## config.mk

```make
export PLATFORM = sky130hd
export DESIGN_NAME = scope_capture_ctrl_flat
export DESIGN_NICKNAME = d
export VERILOG_FILES = /design/src/rtl/scope_capture_ctrl_pkg.sv /design/src/rtl/scope_capture_ctrl_if.sv /design/src/rtl/scope_capture_ctrl_trig_detect.sv /design/src/rtl/scope_capture_ctrl.sv /design/src/flat_wrapper.sv
export SDC_FILE = /design/constraint.sdc
export NUM_CORES = 1
export LEC_CHECK = 0
export CORE_MARGIN = 1
export CORE_UTILIZATION = 50
export CTS_CLUSTER_DIAMETER = 150
export DETAILED_ROUTE_END_ITERATION = 16
export PLACE_DENSITY = 0.77
export REMOVE_ABC_BUFFERS = 1
export SKIP_CTS_REPAIR_TIMING = 1
export SLEW_MARGIN = 0
export SYNTH_ARGS = -nofsm -noshare
export SYNTH_HDL_FRONTEND = slang
export SYNTH_SLANG_ARGS = --single-unit
```

## constraint.sdc

```tcl
create_clock -name clock -period 4.05 [get_ports clock]
set_input_delay 0.81 -clock clock [delete_from_list [all_inputs] [get_ports clock]]
set_output_delay 0.81 -clock clock [all_outputs]
set_load 0.01 [all_outputs]
```

## src/rtl/scope_capture_ctrl_pkg.sv

```systemverilog
// Shared definitions for the oscilloscope capture path: state encoding and
// default frame geometry used by the capture, VGA timing and display blocks.
package scope_pkg;

    typedef enum logic [1:0] {
        ST_IDLE      = 2'd0,
        ST_WAIT_TRIG = 2'd1,
        ST_CAPTURE   = 2'd2,
        ST_WAIT_SWAP = 2'd3
    } scope_state_e;

    localparam int SCOPE_SAMPLE_W     = 8;
    localparam int SCOPE_DEPTH        = 640;
    localparam int SCOPE_ADDR_W       = 10;
    localparam int SCOPE_AUTO_TIMEOUT = 4096;

endpackage

```

## src/rtl/scope_capture_ctrl_if.sv

```systemverilog
// Frame-buffer write port plus the bank select the display side reads from.
interface scope_capture_ctrl_if
    import scope_pkg::*;
#(
    parameter int SAMPLE_W = SCOPE_SAMPLE_W,
    parameter int ADDR_W   = SCOPE_ADDR_W
);
    logic                wr_en;
    logic                wr_bank;
    logic [ADDR_W-1:0]   wr_addr;
    logic [SAMPLE_W-1:0] wr_data;
    logic                disp_bank;

    modport master (
        output wr_en,
        output wr_bank,
        output wr_addr,
        output wr_data,
        output disp_bank
    );

    modport slave (
        input wr_en,
        input wr_bank,
        input wr_addr,
        input wr_data,
        input disp_bank
    );
endinterface

```

## src/rtl/scope_capture_ctrl_trig_detect.sv

```systemverilog
// Threshold-crossing detector: remembers the previous valid sample while
// tracking and flags a rising or falling crossing of the trigger level.
module trig_detect
    import scope_pkg::*;
#(
    parameter int SAMPLE_W = SCOPE_SAMPLE_W
) (
    input  logic                clock,
    input  logic                reset_n,
    input  logic                track,
    input  logic                sample_valid,
    input  logic [SAMPLE_W-1:0] sample,
    input  logic [SAMPLE_W-1:0] trig_level,
    input  logic                trig_rising,
    output logic                crossing
);

    logic [SAMPLE_W-1:0] prev_q, prev_d;
    logic                prev_valid_q, prev_valid_d;
    logic                rise_hit, fall_hit;

    // The history is dropped whenever we are not waiting for a trigger, so a
    // fresh arm always needs one sample of its own before it can fire.
    always_comb begin
        prev_d       = prev_q;
        prev_valid_d = prev_valid_q;
        if (!track) begin
            prev_valid_d = 1'b0;
        end else if (sample_valid) begin
            prev_d       = sample;
            prev_valid_d = 1'b1;
        end
    end

    always_ff @(posedge clock or negedge reset_n) begin
        if (!reset_n) begin
            prev_q       <= '0;
            prev_valid_q <= 1'b0;
        end else begin
            prev_q       <= prev_d;
            prev_valid_q <= prev_valid_d;
        end
    end

    assign rise_hit = (prev_q <  trig_level) && (sample >= trig_level);
    assign fall_hit = (prev_q >= trig_level) && (sample <  trig_level);
    assign crossing = sample_valid && prev_valid_q && (trig_rising ? rise_hit : fall_hit);

endmodule

```

## src/rtl/scope_capture_ctrl.sv

```systemverilog
// Capture controller: waits for a trigger, streams one frame of samples into
// the back bank of a double-buffered frame store and swaps banks on vblank.
module scope_capture_ctrl
    import scope_pkg::*;
#(
    parameter int SAMPLE_W     = SCOPE_SAMPLE_W,
    parameter int DEPTH        = SCOPE_DEPTH,
    parameter int ADDR_W       = SCOPE_ADDR_W,
    parameter int AUTO_TIMEOUT = SCOPE_AUTO_TIMEOUT
) (
    input  logic                    clock,
    input  logic                    reset_n,
    input  logic                    sample_valid,
    input  logic [SAMPLE_W-1:0]     sample,
    input  logic [SAMPLE_W-1:0]     trig_level,
    input  logic                    trig_rising,
    input  logic                    auto_en,
    input  logic                    mode_single,
    input  logic                    arm,
    input  logic                    stop,
    input  logic                    vblank_start,
    scope_capture_ctrl_if.master    fb,
    output logic [1:0]              state,
    output logic                    frame_done
);

    localparam int                CNT_W     = $clog2(AUTO_TIMEOUT) + 1;
    localparam logic [CNT_W-1:0]  CNT_LAST  = CNT_W'(AUTO_TIMEOUT - 1);
    localparam logic [ADDR_W-1:0] ADDR_LAST = ADDR_W'(DEPTH - 1);

    scope_state_e        state_q, state_d;
    logic                disp_bank_q, disp_bank_d;
    logic                wr_en_q, wr_en_d;
    logic [ADDR_W-1:0]   wr_addr_q, wr_addr_d;
    logic [SAMPLE_W-1:0] wr_data_q, wr_data_d;
    logic                frame_done_q, frame_done_d;
    logic [CNT_W-1:0]    tmo_cnt_q, tmo_cnt_d;

    logic                crossing;
    logic                force_trig;
    logic [ADDR_W-1:0]   addr_next;

    trig_detect #(
        .SAMPLE_W (SAMPLE_W)
    ) u_trig_detect (
        .clock        (clock),
        .reset_n      (reset_n),
        .track        (state_q == ST_WAIT_TRIG),
        .sample_valid (sample_valid),
        .sample       (sample),
        .trig_level   (trig_level),
        .trig_rising  (trig_rising),
        .crossing     (crossing)
    );

    assign force_trig = auto_en && (tmo_cnt_q == CNT_LAST);
    assign addr_next  = wr_addr_q + 1'b1;

    // stop is checked first so it wins over arm and abandons any partial frame
    // without touching the displayed bank; the timeout counter only lives in
    // WAIT_TRIG and saturates so a late auto_en still fires promptly.
    always_comb begin
        state_d      = state_q;
        disp_bank_d  = disp_bank_q;
        wr_en_d      = 1'b0;
        wr_addr_d    = wr_addr_q;
        wr_data_d    = wr_data_q;
        frame_done_d = 1'b0;
        tmo_cnt_d    = (state_q == ST_WAIT_TRIG) ? tmo_cnt_q : '0;

        if (stop) begin
            state_d = ST_IDLE;
        end else begin
            case (state_q)
                ST_IDLE: begin
                    if (arm || !mode_single) state_d = ST_WAIT_TRIG;
                end
                ST_WAIT_TRIG: begin
                    if (sample_valid) begin
                        if (crossing || force_trig) begin
                            wr_en_d   = 1'b1;
                            wr_addr_d = '0;
                            wr_data_d = sample;
                            state_d   = (DEPTH == 1) ? ST_WAIT_SWAP : ST_CAPTURE;
                        end else if (tmo_cnt_q != CNT_LAST) begin
                            tmo_cnt_d = tmo_cnt_q + 1'b1;
                        end
                    end
                end
                ST_CAPTURE: begin
                    if (sample_valid) begin
                        wr_en_d   = 1'b1;
                        wr_addr_d = addr_next;
                        wr_data_d = sample;
                        if (addr_next == ADDR_LAST) state_d = ST_WAIT_SWAP;
                    end
                end
                ST_WAIT_SWAP: begin
                    if (vblank_start) begin
                        disp_bank_d  = ~disp_bank_q;
                        frame_done_d = 1'b1;
                        state_d      = mode_single ? ST_IDLE : ST_WAIT_TRIG;
                    end
                end
                default: state_d = ST_IDLE;
            endcase
        end
    end

    always_ff @(posedge clock or negedge reset_n) begin
        if (!reset_n) begin
            state_q      <= ST_IDLE;
            disp_bank_q  <= 1'b0;
            wr_en_q      <= 1'b0;
            wr_addr_q    <= '0;
            wr_data_q    <= '0;
            frame_done_q <= 1'b0;
            tmo_cnt_q    <= '0;
        end else begin
            state_q      <= state_d;
            disp_bank_q  <= disp_bank_d;
            wr_en_q      <= wr_en_d;
            wr_addr_q    <= wr_addr_d;
            wr_data_q    <= wr_data_d;
            frame_done_q <= frame_done_d;
            tmo_cnt_q    <= tmo_cnt_d;
        end
    end

    assign state        = state_q;
    assign frame_done   = frame_done_q;
    assign fb.wr_en     = wr_en_q;
    assign fb.wr_addr   = wr_addr_q;
    assign fb.wr_data   = wr_data_q;
    assign fb.disp_bank = disp_bank_q;
    assign fb.wr_bank   = ~disp_bank_q;

endmodule

```

## src/flat_wrapper.sv

```systemverilog
// flat-port wrapper written by rule: the top's interface ports become plain ports
module scope_capture_ctrl_flat import scope_pkg::*;
#(
    parameter int SAMPLE_W     = SCOPE_SAMPLE_W,
    parameter int DEPTH        = SCOPE_DEPTH,
    parameter int ADDR_W       = SCOPE_ADDR_W,
    parameter int AUTO_TIMEOUT = SCOPE_AUTO_TIMEOUT
)
  (clock, reset_n, sample_valid, sample, trig_level, trig_rising, auto_en, mode_single, arm, stop, vblank_start, state, frame_done, fb_wr_en, fb_wr_bank, fb_wr_addr, fb_wr_data, fb_disp_bank);
  scope_capture_ctrl_if #(.SAMPLE_W(SAMPLE_W), .ADDR_W(ADDR_W)) fb_i ();
  input  logic clock;
  input  logic reset_n;
  input  logic sample_valid;
  input  logic [SAMPLE_W-1:0] sample;
  input  logic [SAMPLE_W-1:0] trig_level;
  input  logic trig_rising;
  input  logic auto_en;
  input  logic mode_single;
  input  logic arm;
  input  logic stop;
  input  logic vblank_start;
  output logic [1:0] state;
  output logic frame_done;
  output wire logic [$bits(fb_i.wr_en)-1:0] fb_wr_en;
  output wire logic [$bits(fb_i.wr_bank)-1:0] fb_wr_bank;
  output wire logic [$bits(fb_i.wr_addr)-1:0] fb_wr_addr;
  output wire logic [$bits(fb_i.wr_data)-1:0] fb_wr_data;
  output wire logic [$bits(fb_i.disp_bank)-1:0] fb_disp_bank;
  assign fb_wr_en = fb_i.wr_en;
  assign fb_wr_bank = fb_i.wr_bank;
  assign fb_wr_addr = fb_i.wr_addr;
  assign fb_wr_data = fb_i.wr_data;
  assign fb_disp_bank = fb_i.disp_bank;
  scope_capture_ctrl #(.SAMPLE_W(SAMPLE_W), .DEPTH(DEPTH), .ADDR_W(ADDR_W), .AUTO_TIMEOUT(AUTO_TIMEOUT)) u_core (.clock(clock), .reset_n(reset_n), .sample_valid(sample_valid), .sample(sample), .trig_level(trig_level), .trig_rising(trig_rising), .auto_en(auto_en), .mode_single(mode_single), .arm(arm), .stop(stop), .vblank_start(vblank_start), .fb(fb_i), .state(state), .frame_done(frame_done));
endmodule
```

* Word-level counts from Yosys, hierarchy flattened
Cells that the tools add are included.
** Word-level totals
- Register bits after elaboration :: 45
- Bits of input ports :: 25
- Word-level logic and storage cells :: 80
** Cells by class
- $add $sub $neg :: 2
- $lt $le $gt $ge :: 4
- Equality and inequality tests :: 15
- Mux-type cells :: 34
- Bitwise gates (word level) :: 2
- Reduce and logical (&&, ||, !) cells :: 14
** Operators with widths (count)
- 13-bit two-way mux :: 6
- 10-bit two-way mux :: 3
- 8-bit two-way mux :: 3
- 10-bit one-hot mux with 2 select lines :: 1
- 8-bit greater-or-equal comparator :: 2
- 8-bit less-than comparator :: 2
- 8-bit one-hot mux with 2 select lines :: 1
- 2-bit two-way mux :: 7
- 13-bit by 1-bit adder with 13-bit output, second input constant :: 1
- 13-bit by 12-bit equality test with 1-bit output, second input constant :: 1
- 13-bit by 12-bit != test with 1-bit output, second input constant :: 1
- 1-bit two-way mux :: 11
- 10-bit by 1-bit adder with 10-bit output, second input constant :: 1
- 10-bit equality test, second input constant :: 1
- 3-bit by 2-bit != test with 1-bit output, second input constant :: 3
- 3-bit != test, second input constant :: 3
- 2-bit one-hot mux with 4 select lines :: 1
- 6-bit AND reduction :: 1
- 1-bit logical AND :: 5
- 5-bit AND reduction :: 1
- 2-bit equality test, second input constant :: 2
- 2-bit != test, second input constant :: 2
- 3-bit AND reduction :: 1
- 2-bit by 1-bit equality test with 1-bit output, second input constant :: 1
- 8 further kinds :: 10

* Logic depth before layout (Yosys ltp)
- Word-level depth :: 9
- Depth in mapped cells :: 11
- Gate-level depth less buffers :: 9

* Modules after synthesis
Synthesis repeated with hierarchy kept, for this count alone.
** Second synthesis, totals
- Cell total of the unflattened synthesis :: 275
- Area total of the unflattened synthesis :: 2795.2 um2
** Modules (own cells, without submodules)
- scope_capture_ctrl :: times used 1, cells an instance 204, area each 2072.0 um2
- trig_detect :: times used 1, cells an instance 71, area each 723.2 um2

* Worst setup path after synthesis
No wires, ideal clock.
- Kind :: input to register
- Start :: in trig_level[7]
- End :: reg u_core.wr_data_q[0], in the netlist u_core.fb.wr_data[0]
- Library setup time :: 125 ps
- Arrival :: 2601 ps
- Required time :: 3925 ps
- Slack :: 1324 ps
- Cell stages on the path :: 11
- Path buffers :: 2
- Path through :: inv_1 ha_1 a21oi_1 o21ai_0 nor2_1 o211ai_2 o2111ai_4 and2_4 buf_8 buf_12 mux2_4
** On the way
- Word-level cells in the longest chain between the ends :: 7
** RTL lines
- start, declared :: RTL line flat_wrapper.sv:15 : input logic [SAMPLE_W-1:0] trig_level;
- 8-bit greater-or-equal comparator (tied with other cells) :: RTL line scope_capture_ctrl_trig_detect.sv:46 : assign fall_hit = (prev_q >= trig_level) && (sample < trig_level);
- 1-bit logical AND (on tied branches) :: RTL line scope_capture_ctrl_trig_detect.sv:46, scope_capture_ctrl_trig_detect.sv:45
- 1-bit two-way mux * :: RTL line scope_capture_ctrl_trig_detect.sv:47 : assign crossing = sample_valid && prev_valid_q && (trig_rising ? rise_hit : fall_hit);
- 1-bit logical AND * :: RTL line scope_capture_ctrl_trig_detect.sv:47
- 1-bit logical OR * :: RTL line scope_capture_ctrl.sv:80 : if (crossing || force_trig) begin
- 2-bit by 1-bit != test with 1-bit output (no line) *
- 5-bit AND reduction (no line) *
- end signal, assigned :: RTL line scope_capture_ctrl.sv:124 : wr_data_q <= wr_data_d;
- end, declared :: RTL line scope_capture_ctrl.sv:35 : logic [SAMPLE_W-1:0] wr_data_q, wr_data_d;
Mark *: on every way between the ends. The rest lies on a longest branch, timed or not.
A chain may end at the register's enable or synchronous reset.

* Worst setup path in the final report
- Start :: in trig_level[7]
- End :: reg u_core.wr_data_q[7], in the netlist u_core.fb.wr_data[7]
The elaborated chain is that of the path after synthesis.

==> reports/metrics.cfg <==
[route]
detail_route.wl_per_cell_microns=14.6
drtAntennaViolNets=0
via_per_inst=5.76
drc=0
num_vias=2352
drt-pass1-iter-count=4
drt-total-wl_microns=5960
drt_iter0_markers=61

[synthesis]
syn_avg_cell_area_sq_um=9.88
synth.cell_area_sq_mm=0.00286
ys_seq_area_share_pct=39.4
synth.distinct_cells=52
yosysWarningCount=0
synth_top_cell_by_area=dfrtp_1
synthArstFlopShare_pct=100
ys.flop_type=dfrtp_1
synthCells=289
synth-edff-count=0
ys_top_cells_by_area=dfrtp_1 (39%), ha_1 (10%), mux2_2 (5.5%)
netlist.area_leader.share_pct=39.4
synth.ff_latch_count=45

[job]
cap_viol_max_count=0

[timing]
tightest_slew_ps=1000
rsz0062_at_grt=false
hold_violations=0
skew_ps=7.09
finalCritPeriodShare_pct=79.6
drv_slew=0
tns_ps=0
worst_slack_ps=826
post-route-min-period_ps=3220
fmax_mhz=310
hold_ws_ps=488
setup_viol=0
maxSlewHeadroom_pct=33.0

[layout]
layout-drive-gt1-share_pct=11.6
antenna_cells=0
nets=383
fin_util_pct=63.5
area_growth_pct=22.4
design_area_sq_mm=0.00350

[clock_tree]
clk_latency_ps=300
cts_buffer_depth=2
cts_tree=done
clk_pin_slew_ps=90
numCtsBuffers=5
cts_root_buffer=clkbuf_8
htreeDepth=2
clock-sinks=45

[grt]
grt_first_pass_wirelength_microns=10400
grt_pass1_vias=2326
grt_max_degree=46
antenna_found_initial=0
grt_usage_pct=21.3
grt-ovfl-total=0

[critical_path]
crit_fanout=17
cp-start-kind=input port
crit_arrival_ps=3410
crit_start=trig_level[7]
worst_setup_path_end_kind=register
worstPathRequired_ps=4230
setup.worst_path.class=in2reg
r2r-start=u_core.u_trig_detect.prev_q[1]

[place]
place_hpwl_microns=4230
portBuffers=48
pre_cts_slack_ps=501
gp_congestion=0.838
dpl_cell_area_sq_mm=0.00336

[hold_path]
min_from=u_core.u_trig_detect.prev_valid_q
hold_path_class=reg2reg

[power]
p_leak_nw=1.41
ir_worst_vdd_v=0.000254
powerDensity_mw_per_mm2=511

[die]
die_height_microns=77.6
die_w_microns=77.6
pin_count=49
coreArea_sq_mm=0.00551
rows=27
die_area_sq_mm=0.00602
start_util_pct=51.9

[status]
outcome=completed

## where the power goes
group / total, mW / internal, mW / switching [mW]
registers: 0.672 / 0.571 / 0.101
clock network: 0.401 / 0.245 / 0.156
logic: 0.713 / 0.380 / 0.332
## cells by family after synthesis
family | Yosys count | synth area share (%)
AO/OA/AOI/OAI | 68 | 17.6
AND/OR/NAND/NOR | 94 | 18.1
multiplexers | 21 | 8.15
flip-flops | 45 | 39.4
adder cells (fa/ha/maj) | 23 | 10.1
buffers and inverters | 35 | 5.74
XOR/XNOR | 3 | 0.920
## final cells by class
type | instances | area (sq um)
clock buffers | 5 | 68.8
clock inverters | 3 | 65.1
well taps | 72 | 90.1
fillers | 450 | 2010
inverters | 24 | 90.1
repair buffers | 50 | 490
multi-input cells | 209 | 1570
flip-flops and latches | 45 | 1130
## worst max-delay path, stage by stage
cell and delay, ps:
clkdlybuf4s50_1 450, inv_1 50, ha_1 310, a21oi_1 150, o21ai_0 170, nor2_1 160
o211ai_2 140, o2111ai_4 420, and2_4 390, mux2_2 360
## cells in the final DEF (no fill, tap or decap), types with 2 or more instances in the layout
master           instances
o21ai_0                  5
bufinv_16                2
or2_2                    2
a211oi_1                 2
o211ai_2                 4
and3_1                   3
clkdlybuf4s50_1         47
buf_4                    2
o211ai_1                 5
or4_1                    7
nor3_1                   4
nor2_1                  10
a21oi_1                  9
ha_1                    23
mux2i_1                  6
o22ai_1                  5
nand4_1                 10
xnor2_1                  3
nor2b_1                  3
a21o_1                   3
clkbuf_8                 5
nor4_1                   2
mux2_2                  14
a21boi_0                 6
inv_1                   24
nand3_1                 14
a31oi_1                 10
dfrtp_1                 45
o31ai_1                  8
nand2_1                 22
nand2b_1                 8
## sequential cells by signal (all words and copies together) (netlist names)
register / cells
u_core.fb.disp_bank: 1
u_core.fb.wr_addr: 10
u_core.fb.wr_data: 8
u_core.fb.wr_en: 1
u_core.frame_done: 1
u_core.state: 2
u_core.tmo_cnt_q: 13
u_core.u_trig_detect.prev_q: 8
u_core.u_trig_detect.prev_valid_q: 1
## per-stage QoR
stage,instances,power [mW]
after floorplan,278,1.09
after global placement,400,1.37
after detailed placement,400,1.39
after CTS,408,1.80
after global routing,408,1.91
final,408,1.79
## worst paths after layout
path                                                endpoint  slack, ps  depth (start not counted)
max in group asynchronous               u_core.fb.wr_addr[6]       2760                          1
max reg2reg                             u_core.fb.wr_data[7]       1490                          8
min                        u_core.u_trig_detect.prev_valid_q        490                          1
min in group asynchronous     u_core.u_trig_detect.prev_q[0]        670                          1
max                                     u_core.fb.wr_data[7]        830                         10
min reg2reg                u_core.u_trig_detect.prev_valid_q        490                          1
## cells in the mapped netlist (3+ instances only)
| library cell | n |
|---|---|
| mux2_2 | 14 |
| or4_1 | 7 |
| a21oi_1 | 9 |
| mux2i_1 | 6 |
| dfrtp_1 | 45 |
| o31ai_1 | 8 |
| nand2b_1 | 8 |
| o211ai_2 | 4 |
| clkbuf_1 | 5 |
| buf_2 | 4 |
| and3_1 | 3 |
| xnor2_1 | 3 |
| nand3_1 | 14 |
| a21o_1 | 3 |
| ha_1 | 23 |
| a31oi_1 | 10 |
| nand4_1 | 10 |
| o211ai_1 | 5 |
| a21boi_0 | 6 |
| nor2b_1 | 3 |
| o22ai_1 | 5 |
| nor2_1 | 10 |
| nor3_1 | 4 |
| inv_1 | 24 |
| o21ai_0 | 5 |
| nand2_1 | 22 |
## layer usage
layer,vias to the layer above,global-route usage [%],routed length [microns]
met1,1124,27.5,2830
met4,0,6.79,74
met3,8,3.18,206
li1,1162,-,-
met5,-,0,0
met2,58,36.7,2840
Note: power is estimated with default switching activity, not from simulation.
==> RTL change: new RTL, same settings <==
Set the package constant `SCOPE_SAMPLE_W` to 10 (it was 8).
--- a/src/rtl/scope_capture_ctrl_pkg.sv
+++ b/src/rtl/scope_capture_ctrl_pkg.sv
@@ -9,7 +9,7 @@
         ST_WAIT_SWAP = 2'd3
     } scope_state_e;
 
-    localparam int SCOPE_SAMPLE_W     = 8;
+    localparam int SCOPE_SAMPLE_W     = 10;
     localparam int SCOPE_DEPTH        = 640;
     localparam int SCOPE_ADDR_W       = 10;
     localparam int SCOPE_AUTO_TIMEOUT = 4096;
Interface: changed (resized fb_wr_data, sample and trig_level); port bits go from 49 to 55. The function was not compared with the original's and may differ.
==> RTL change against the unedited design <==
  * Global-route usage increased by 0.28 points
  * Via count increased by 6.7%
  * Power increased by 12%
  * Area after synthesis increased by 6.2%
  * Combinational power increased by 31%
  * Utilization increased by 0.44 points
  * Final area increased by 7.6%
  * Worst setup slack got worse by 0.35 ns
  * Synthesized cell count increased by 3.8%
  * Count of clock-buffer cells in the layout increased by 1
  * Sequential cell count increased by 4
  * Non-clock buffer count increased by 12
  * Cell count increased by 6.9%
  * Wire length increased by 11%
==> RTL change: results (changes against the unedited design) <==
Port bufs: 54 (was 48)
Status: complete, no violations (unchanged)
Static Leak: 1.63 nW (was 1.41 nW)
GRT met3 Usage: 0.0354 (was 0.0318)
Clock Tree Buf Depth: 2 (unchanged)
Max reg flops: 13 (unchanged)
Post-Route Skew: 0.0125 ns (was 0.00709 ns)
Routability congestion estimate: 0.845 (was 0.838)
Share of the yosys chip area belonging to registers: 0.404 (was 0.394)
WL final: 6600 um (was 5960 um)
Fin worst setup slack: 0.475 ns (was 0.826 ns)
Largest cells by area after synthesis: dfrtp_1 (40%), ha_1 (11%), mux2_2 (5.2%), nand2_1 (3.0%), inv_1 (2.7%) (was dfrtp_1 (39%), ha_1 (10%), mux2_2 (5.5%), inv_1 (3.2%), nand2_1 (2.9%))
Register share of total power: 0.393 (was 0.376)
Clock Root Buffer: clkbuf_8 (unchanged)
Mux contribution to synthesized area: 0.0837 (was 0.0815)
Drt initial violations: 109 (was 61)
Final #Nets: 416 (was 383)
Initial antenna violation count: 0 (unchanged)
Ant diodes: 0 (unchanged)
Max rail drop VDD: 0.000410 V (was 0.000254 V)
Net Sw Frac: 0.369 (was 0.330)
DP Wirelength: 4900 um (was 4230 um)
CTS Buf Count: 5 (unchanged)
R2R setup slack: 1.15 ns (was 1.49 ns)
Clock Latency Late Sink: 0.30 ns (about the same)
Worst hold-check path type: flip-flop to flip-flop (unchanged)
Synth Area in Compound Gates: 0.166 (was 0.176)
Share of layout cells above drive strength 1: 0.119 (was 0.116)
Worst Path Arrival: 3.75 ns (was 3.41 ns)
Iteration count of the initial detailed-routing pass: 4 (unchanged)
Yosys cell types: 54 (was 52)
Aggregate global-route resource usage: 0.216 (was 0.213)
Pin count of the biggest net entering global routing: 50 (was 46)
R2R depth: 8 (unchanged)
GR Util met1: 0.290 (was 0.275)
Setup Slack @ Placement: 0.157 ns (was 0.501 ns)
Critical Path Source: trig_level[5] (was trig_level[7])
First-pass GRT wire length: 10900 um (was 10400 um)
Area after DPL: 3680 um^2 (was 3360 um^2)
Critical path peak fanout: 10 (was 17)
Min Hold Slack: 0.498 ns (was 0.488 ns)
Synth top cells by count: dfrtp_1 (49), ha_1 (27), nand2_1 (24) (was dfrtp_1 (45), inv_1 (24), ha_1 (23))
XOR/XNOR Fraction of Synth Area: 0.0116 (was 0.00920)
Final instance area: 3760 um^2 (was 3500 um^2)
Synth Area in Adders: 0.111 (was 0.101)
RR Endpoint: u_core.tmo_cnt_q[3] (was u_core.fb.wr_data[7])
Crit path to: u_core.fb.wr_data[9] (was u_core.fb.wr_data[7])
M2 GR Usage: 0.366 (was 0.367)
Max-Cap Viols: 0 (unchanged)
Drt via density: 5.75 (was 5.76)
Fill count: 496 (was 450)
Vias in the first global route: 2411 (was 2326)
Clk pwr share: 0.141 (was 0.225)
Slew HR: 0.552 (was 0.330)
Reg with most FFs: u_core.tmo_cnt_q (unchanged)
Htree depth: 2 (unchanged)
FF-to-FF Start: u_core.u_trig_detect.prev_q[7] (was u_core.u_trig_detect.prev_q[1])
Clk slew on worst S/H paths: 0.10 ns
## RTL change: metal layers
layer,wire [um],up-vias
met5,0,-
met4,47,0
met3,258,4
met2,3130,54
met1,3160,1218
li1,-,1233
## RTL change: critical path: stages
cell,delay (ns)
clkdlybuf4s50_1,0.45
inv_1,0.05
ha_1,0.31
nand4_1,0.15
a211oi_2,0.29
a2111oi_4,0.09
a2111oi_4,0.55
nor3_1,0.13
or3_1,0.53
mux2_1,0.38
## RTL change: cell type report
type / count / area share
multi-input cells: 220 / 0.447
flip-flops and latches: 49 / 0.326
repair buffers: 62 / 0.158
well taps: 75 / 0.0249
inverters: 22 / 0.0219
clock buffers: 6 / 0.0193
clock inverters: 2 / 0.00266
## RTL change: how the worst min path moves through the flow
stage / start / end / cells past startpoint
2_1_floorplan: u_core.u_trig_detect.prev_q[0] / u_core.u_trig_detect.prev_q[0] / 2
3_3_place_gp: u_core.u_trig_detect.prev_q[0] / u_core.u_trig_detect.prev_q[0] / 2
3_5_place_dp: u_core.u_trig_detect.prev_q[0] / u_core.u_trig_detect.prev_q[0] / 2
4_1_cts: u_core.u_trig_detect.prev_q[0] / u_core.u_trig_detect.prev_q[0] / 2
5_1_grt: u_core.fb.wr_data[0] / u_core.fb.wr_data[0] / 1
6_report: u_core.fb.wr_data[0] / u_core.fb.wr_data[0] / 1
## RTL change: metrics by stage
stage / power (mW) / std cells
global route: 2.14 / 436
global placement: 1.69 / 428
CTS: 2.01 / 436
floorplan: 1.30 / 291
detailed placement: 1.72 / 428
finish: 2.00 / 436
